<file path="src/rtl/cosim_commit_arbiter.sv">
// Per-hart commit/trap FIFOs merged onto one cosim trace port with bounded-burst round-robin.
// Optional saturating input-stall counter: define COSIM_COMMIT_ARBITER_STALL_CNT_EN.
module cosim_commit_arbiter #(
  parameter int NUM_HARTS  = 2,
  parameter int HARTID_LEN = 1,
  parameter int XLEN       = 64,
  parameter int INST_BITS  = 32,
  parameter int RD         = 5,
  parameter int DEPTH      = 8,
  parameter int BURST      = 4
) (
  input  logic                           clock,
  input  logic                           reset,
  input  logic [NUM_HARTS-1:0]           in_valid,
  output logic [NUM_HARTS-1:0]           in_ready,
  input  logic [NUM_HARTS-1:0]           in_kind,
  input  logic [XLEN*NUM_HARTS-1:0]      in_pc,
  input  logic [INST_BITS*NUM_HARTS-1:0] in_inst,
  input  logic [XLEN*NUM_HARTS-1:0]      in_wdata,
  input  logic [NUM_HARTS-1:0]           in_rd_valid,
  input  logic [RD*NUM_HARTS-1:0]        in_rd,
  output logic                           out_valid,
  input  logic                           out_ready,
  output logic [HARTID_LEN-1:0]          out_hartid,
  output logic                           out_kind,
  output logic [XLEN-1:0]                out_pc,
  output logic [INST_BITS-1:0]           out_inst,
  output logic [XLEN-1:0]                out_wdata,
  output logic                           out_rd_valid,
  output logic [RD-1:0]                  out_rd,
  output logic [31:0]                    stall_cycles
);

  localparam int PW    = $clog2(DEPTH) + 1;
  localparam int AW    = PW - 1;
  localparam int BW    = (BURST > 1) ? $clog2(BURST) : 1;
  localparam int REC_W = 2 + 2 * XLEN + INST_BITS + RD;

  typedef logic [REC_W-1:0] rec_t;

  rec_t                  mem [NUM_HARTS][DEPTH];
  logic [PW-1:0]         wr_ptr [NUM_HARTS];
  logic [PW-1:0]         rd_ptr [NUM_HARTS];
  logic [PW-1:0]         cnt    [NUM_HARTS];
  rec_t                  rec_in [NUM_HARTS];
  rec_t                  head   [NUM_HARTS];
  logic [NUM_HARTS-1:0]  full, nonempty, many, push, pop;

  logic [HARTID_LEN-1:0] grant, grant_nxt, rot;
  logic [BW-1:0]         burst_cnt, burst_nxt;
  logic                  found, sel_valid, sel_many, transfer;
  rec_t                  sel_rec;

  always_comb begin
    for (int h = 0; h < NUM_HARTS; h++) begin
      cnt[h]      = wr_ptr[h] - rd_ptr[h];
      full[h]     = (wr_ptr[h][PW-1] != rd_ptr[h][PW-1]) &&
                    (wr_ptr[h][AW-1:0] == rd_ptr[h][AW-1:0]);
      nonempty[h] = (wr_ptr[h] != rd_ptr[h]);
      many[h]     = (cnt[h] >= PW'(2));
      rec_in[h]   = {in_kind[h], in_pc[h*XLEN +: XLEN], in_inst[h*INST_BITS +: INST_BITS],
                     in_wdata[h*XLEN +: XLEN], in_rd_valid[h], in_rd[h*RD +: RD]};
      head[h]     = mem[h][rd_ptr[h][AW-1:0]];
    end
  end

  // in_ready depends only on registered pointers, so a pop this cycle cannot raise it.
  assign in_ready = ~full;
  assign push     = in_valid & ~full;

  always_comb begin
    sel_rec   = '0;
    sel_valid = 1'b0;
    sel_many  = 1'b0;
    for (int h = 0; h < NUM_HARTS; h++) begin
      if (int'(grant) == h) begin
        sel_rec   = head[h];
        sel_valid = nonempty[h];
        sel_many  = many[h];
      end
    end
  end

  assign out_valid  = sel_valid;
  assign out_hartid = grant;
  assign {out_kind, out_pc, out_inst, out_wdata, out_rd_valid, out_rd} = sel_rec;
  assign transfer   = sel_valid & out_ready;

  always_comb begin
    pop = '0;
    for (int h = 0; h < NUM_HARTS; h++)
      pop[h] = transfer && (int'(grant) == h);
  end

  always_ff @(posedge clock) begin
    for (int h = 0; h < NUM_HARTS; h++)
      if (push[h]) mem[h][wr_ptr[h][AW-1:0]] <= rec_in[h];
  end

  always_ff @(posedge clock or posedge reset) begin
    if (reset) begin
      for (int h = 0; h < NUM_HARTS; h++) begin
        wr_ptr[h] <= '0;
        rd_ptr[h] <= '0;
      end
    end else begin
      for (int h = 0; h < NUM_HARTS; h++) begin
        if (push[h]) wr_ptr[h] <= wr_ptr[h] + PW'(1);
        if (pop[h])  rd_ptr[h] <= rd_ptr[h] + PW'(1);
      end
    end
  end

  // First non-empty hart strictly after grant, in cyclic order; the granted hart is excluded.
  always_comb begin
    found = 1'b0;
    rot   = grant;
    for (int k = 1; k < NUM_HARTS; k++) begin
      for (int h = 0; h < NUM_HARTS; h++) begin
        if (!found && nonempty[h] && (h == (int'(grant) + k) % NUM_HARTS)) begin
          found = 1'b1;
          rot   = HARTID_LEN'(h);
        end
      end
    end
  end

  always_comb begin
    grant_nxt = grant;
    burst_nxt = burst_cnt;
    if (!sel_valid) begin
      if (found) begin
        grant_nxt = rot;
        burst_nxt = '0;
      end
    end else if (transfer) begin
      if (sel_many && (int'(burst_cnt) < BURST - 1)) begin
        burst_nxt = burst_cnt + BW'(1);
      end else begin
        burst_nxt = '0;
        if (found) grant_nxt = rot;
      end
    end
  end

  always_ff @(posedge clock or posedge reset) begin
    if (reset) begin
      grant     <= '0;
      burst_cnt <= '0;
    end else begin
      grant     <= grant_nxt;
      burst_cnt <= burst_nxt;
    end
  end

`ifdef COSIM_COMMIT_ARBITER_STALL_CNT_EN
  logic [31:0] stall_q;

  always_ff @(posedge clock or posedge reset) begin
    if (reset) begin
      stall_q <= '0;
    end else if ((|(in_valid & ~in_ready)) && (stall_q != 32'hFFFF_FFFF)) begin
      stall_q <= stall_q + 32'd1;
    end
  end

  assign stall_cycles = stall_q;
`else
  assign stall_cycles = '0;
`endif

endmodule

</file>
<file path="config.mk">
export PLATFORM = sky130hd
export DESIGN_NAME = cosim_commit_arbiter
export DESIGN_NICKNAME = d
export VERILOG_FILES = /design/src/rtl/cosim_commit_arbiter.sv
export SDC_FILE = /design/constraint.sdc
export NUM_CORES = 2
export LEC_CHECK = 0
export BUFFER_PORTS_ARGS = -buffer_cell sky130_fd_sc_hd__buf_4
export CAP_MARGIN = 20
export CORE_ASPECT_RATIO = 0.7
export CORE_MARGIN = 3
export CORE_UTILIZATION = 25
export CTS_CLUSTER_DIAMETER = 120
export DETAILED_ROUTE_END_ITERATION = 16
export SYNTH_ARGS = -nofsm -noshare
export SYNTH_HDL_FRONTEND = slang
export SYNTH_SLANG_ARGS = --single-unit
</file>
<file path="constraint.sdc">
create_clock -name clock -period 12.8 [get_ports clock]
set_clock_uncertainty 0.15 [all_clocks]
set_input_delay 0.64 -clock clock [delete_from_list [all_inputs] [get_ports clock]]
set_output_delay 0.64 -clock clock [all_outputs]
set_load 0.05 [all_outputs]
</file>
# Word-level counts from Yosys, hierarchy flattened
# Memory sizes are Yosys's and may differ from the RTL's.
# Cells that the tools add are included.
dict set report totals {
  ff_bits 19
  ramBits 2672
  word_cells 86
  n_memories 1
}
# memory depth width read_ports rd_ports_with_merged_regs write_ports line_no
set mem_list {}
lappend mem_list {mem 2 1336 2 0 2 41} ;# rec_t mem [NUM_HARTS][DEPTH];
dict set report classes {
  add_sub_neg 8
  order_cmp 9
  n_eq_ne 9
  muxes 29
  bitwise_logic 9
  reduce_logical 15
}
# operator n
set ops {}
lappend ops {{1336-bit two-way mux} 2}
lappend ops {{167-bit two-way mux} 7}
lappend ops {{167-bit binary-select mux with 3-bit select} 2}
lappend ops {{167-bit demux with 3-bit select} 2}
lappend ops {{32-bit zero test} 1}
lappend ops {{4-bit by 1-bit adder with 4-bit output (second input constant)} 4}
lappend ops {{4-bit >= comparator (second input constant)} 4}
lappend ops {{3-bit NOT with 4-bit output} 4}
lappend ops {{1-bit two-way mux} 12}
lappend ops {{1-bit logical AND} 10}
lappend ops {{4-bit by 2-bit >= comparator with 1-bit output (second input constant)} 2}
lappend ops {{4-bit by 1-bit less-than comparator with 1-bit output (second input constant)} 2}
lappend ops {{2-bit two-way mux} 4}
lappend ops {{4-bit != test} 2}
lappend ops {{4-bit subtractor} 2}
lappend ops {{3-bit equality test} 2}
lappend ops {{2-bit AND reduction} 2}
lappend ops {{2-bit by 1-bit adder with 2-bit output (second input constant)} 1}
lappend ops {{2-bit bitwise AND} 1}
lappend ops {{2-bit equality test (first input constant)} 1}
lappend ops {{2-bit less-than comparator (second input constant)} 1}
lappend ops {{1-bit != test} 2}
lappend ops {{2-bit by 1-bit != test with 1-bit output (second input constant)} 1}
lappend ops {{2-bit != test (second input constant)} 1}
lappend ops {{other kinds (7)} 7}

# Depth between registers and ports, before layout
dict set report depth {
  ltp_word 13
  mapped_depth 10
  depth_no_buf 10
}

# Worst setup path after synthesis
# Ideal clock, no wire load.
dict set report synth_timing {
  path_kind {reg-to-reg}
  start {register rd_ptr[5] (netlist name)}
  end {memory mem[0][1169] (netlist name) (enable)}
  setup_ps 897
  arrival_ps 13620
  t_required_ps 11753
  path_slack_ps -1868
  path_stages_with_launch 9
  path_buffers 2
  path_cell_list {dfrtp_1 > clkbuf_1 > buf_1 > inv_1 > ha_1 > nand3_1 > nand2b_1 > nand3_1 > nor3_1}
}
# item line_no
set synth_lines {}
lappend synth_lines {{start, declared} 43} ;# logic [PW-1:0] rd_ptr [NUM_HARTS];
lappend synth_lines {{start signal, assigned by index} 109} ;# if (pop[h]) rd_ptr[h] <= rd_ptr[h] + PW'(1);
lappend synth_lines {{end, declared} 41}

# Worst setup path in the final report
dict set report layout_timing {
  start {register rd_ptr[4] (netlist name)}
  end {output port out_wdata[13]}
}
dict set report layout_via {
  elab_chain_len 5
}
# item line_no
set layout_rtl {}
lappend layout_rtl {{3-bit NOT with 4-bit output (implied by the code)} 63} ;# head[h] = mem[h][rd_ptr[h][AW-1:0]];
lappend layout_rtl {{167-bit binary-select mux with 3-bit select} 63}
lappend layout_rtl {{167-bit two-way mux (implied by the code) (2 in a row)} 63}
lappend layout_rtl {{167-bit two-way mux} 76} ;# if (int'(grant) == h) begin
lappend layout_rtl {{end, declared} 28} ;# output logic [XLEN-1:0] out_wdata,
# Every way passes these cells. The select of a mux whose other input is x is not followed.

==> flow_metrics.tcl <==
set metrics [dict create \
    r2r_cells 8 \
    timing.critical_path.fanout_max 37 \
    synthToLayoutAreaGrowth_pct 22.1 \
    clockRootBuffer "clkbuf_16" \
    slew_headroom_pct 17.3 \
    antenna_found_initial 73 \
    chipHeight_um 542 \
    cts_buffers 273 \
    stdcell_count 11300 \
    via_count 51100 \
    final_hold_violations 0 \
    leakage_nw 39.4 \
    rsz0062_at_grt "false" \
    aggregate_global_route_resource_usage_pct 12.6 \
    worst_slew_pin_slew_ns 1.24 \
    grt_max_degree 116 \
    worstSkewPairLatency_ns 0.89 \
    finalSetupTns_ns 0 \
    floorplan.io_pins 542 \
    synth_edf_count 2672 \
    total_of_cells_resized_after_clock_tree_synthesis 0 \
    final_core_util_pct 30.7 \
    cts_htree_levels 5 \
    seq_area_frac_synth_pct 78.6 \
    max_clock_freq_mhz 153 \
    regToRegEndpoint "mem[0][1015]" \
    setup_viol_count_final 0 \
    clock_sinks 2691 \
    critical_path.n_buffers_inverters 4 \
    ys_ff_latch 2691 \
    grt-ovfl-total 0 \
    final_critical_path_setup_slack_ns 6.26 \
    core-area_um2 408000 \
    p_total_mw 29.8 \
    vdd_drop_max_mv 0.243 \
    detailedPlace.worstSlack_ns 6.88 \
    critical_path_arrival_ns 5.75 \
    drt-pass1-iter-count 5 \
    period_share_pct 51.1 \
    avgViaCountPerCell 4.53 \
    maxCapViolations 0 \
    ys.flop_type "edfxtp_1" \
    hold_class "in -> async" \
    synth.cell_area_um2 103000 \
    timing_max_transition_violations_final 0 \
    place_hpwl_um 152000 \
    pwr_density_cell_nw_per_um2 238 \
    critPathLaunchType "flop" \
    wire_per_inst_um 24.2 \
    drt_iter0_markers 4900 \
    portBuffers 509 \
    die_width_um 772 \
    worst_setup_hold_path_clk_slew_ns 0.06 \
    cp_common_cell "buf_4" \
    worstPathRequired_ns 12.01 \
    wirelength_um 273000 \
    netlist_instances 4609 \
    yosysWarnings 0 \
    post_synth_num_cell_types 41 \
    crit_path_cell_trace "buf_4 -> buf_4 -> buf_4 -> mux4_2 -> and2_1 -> a211oi_1 -> a31oi_1 -> buf_4" \
    floorplan.initialDensity_pct 25.2 \
    design.die.area_um2 418000 \
    layout.nets 5933 \
    synth.avg_cell_area_um2 22.3 \
    critical_path.top_delay_family "buffers and inverters" \
    finalCriticalPeriod_ns 6.54 \
    timing.reg2reg.setup_slack_ns 7.43 \
    gpl_wtd_cong 0.722 \
    worstReg2RegStart "rd_ptr[6]" \
    crit_slowest_cell "dfrtp_4" \
    tritoncts "done" \
    core.rowCount 196 \
    timing.setup.critical_path_class "reg -> out" \
    post-place-cells 10400 \
    post_cts_hold_buffer_count 338 \
    drc 0 \
    clk_path_buf_depth 4 \
    outcome "finished clean" \
    grt_pass1_wl_um 388000 \
    postCtsSetupBuffers 0 \
    drt.antenna.violating_nets 0 \
    first_global_vias 52500 \
    longest_individual_stage_delay_on_the_worst_path_ns 0.89 \
    postSynth.asyncResetShare_pct 0.706 \
    post_route_cells_drive_above_1_share_pct 29.3 \
    endpoint_kind "primary output" \
]
## cell usage in the layout (no fill, tap or decap), types with 3 or more instances in the layout
cell,instances
a211oi_1,166
a21oi_1,4
a31oi_1,167
and2_1,167
and3_1,3
buf_12,14
buf_4,609
bufinv_16,18
clkbuf_1,58
clkbuf_16,275
clkinv_1,53
clkinv_16,10
clkinv_2,31
clkinv_4,4
clkinv_8,4
clkinvlp_4,7
conb_1,32
dfrtp_1,12
dfrtp_4,7
diode_2,48
dlygate4sd3_1,338
edfxtp_1,2672
ha_1,11
inv_1,8
inv_16,4
inv_6,14
inv_8,5
mux4_2,668
nand2_1,349
nand2b_1,7
nand3_1,9
nor2_1,3
nor2_4,12
nor3_4,4
o21ai_0,3
xnor2_1,7
xor2_1,8
## cell type report
cell class	count	area [um^2]
diodes	48	120
repair buffers	961	8240
inverters	10	50.0
clock inverters	148	1590
well taps	5445	6810
fillers	39200	283000
clock buffers	335	7130
multi-input cells	1644	20700
flip-flops and latches	2691	80700
## cell usage after synthesis (11+ instances only)
library cell | n | area share [%]
buf_4 | 37 | 0.27
ha_1 | 11 | 0.13
a31oi_1 | 167 | 1.0
buf_1 | 24 | 0.088
dfrtp_1 | 19 | 0.46
a211oi_1 | 168 | 1.2
nor2_1 | 15 | 0.055
nand2_1 | 349 | 1.3
and2_1 | 167 | 1.0
clkbuf_1 | 141 | 0.52
buf_6 | 24 | 0.26
edfxtp_1 | 2672 | 78
mux4_2 | 668 | 15
buf_2 | 69 | 0.34
## routing by layer
layer / global-route usage [%] / up-vias / wire, um
met5: 0 / - / 170
met4: 2.82 / 30 / 5440
met3: 3.06 / 360 / 21500
met2: 20.2 / 1991 / 129000
met1: 17.4 / 27500 / 116000
li1: - / 21300 / -
## worst register-to-register path: stages (launching register included)
cell,delay (ns)
dfrtp_4,0.70
inv_6,0.54
ha_1,0.41
nand3_1,0.16
nand2b_1,0.21
nand3_1,0.34
nor3_4,0.81
buf_4,0.65
buf_4,0.92
## power by group
group	switching, mW	internal (mW)	total (mW)
clock	3.45	4.39	7.84
combinational	6.69	3.68	10.4
sequential	0.452	11.1	11.6
total	10.6	19.2	29.8
## registers in the layout, summed over array words and instances, names as in the netlist
| register | flops |
|---|---|
| wr_ptr | 8 |
| mem | 2672 |
| burst_cnt | 2 |
| rd_ptr | 8 |
| out_hartid | 1 |
## worst max-delay path by stage
| stage | start | endpoint | cells after the start |
|---|---|---|---|
| 2_1_floorplan | rd_ptr[5] | mem[0][0] | 8 |
| 3_3_place_gp | rd_ptr[4] | out_wdata[13] | 8 |
| 3_5_place_dp | rd_ptr[4] | out_wdata[13] | 8 |
| 4_1_cts | rd_ptr[4] | out_wdata[13] | 8 |
| 5_1_grt | rd_ptr[4] | out_wdata[7] | 8 |
| 6_report | rd_ptr[4] | out_wdata[13] | 8 |
## metrics by stage
stage / hold WS, ns / area [um^2]
final: 0.335 / 125000
after global routing: 0.289 / 125000
after CTS: 0.221 / 125000
after detailed placement: 0.326 / 113000
after global placement: 0.324 / 113000
after floorplan: 0.310 / 103000
## cell families (layout without fill, tap and decap cells)
logic type	Yosys count	after routing	share of synthesized area, %
AND/OR/NAND/NOR	566	566	2.56
adder cells (fa/ha/maj)	13	13	0.173
buffers and inverters	305	1454	1.51
XOR/XNOR	15	15	0.128
flip-flops	2691	2691	78.6
AO/OA/AOI/OAI	348	348	2.32
other	1	80	0.00365
multiplexers	670	670	14.7
Note: power is estimated with default switching activity, not from simulation.
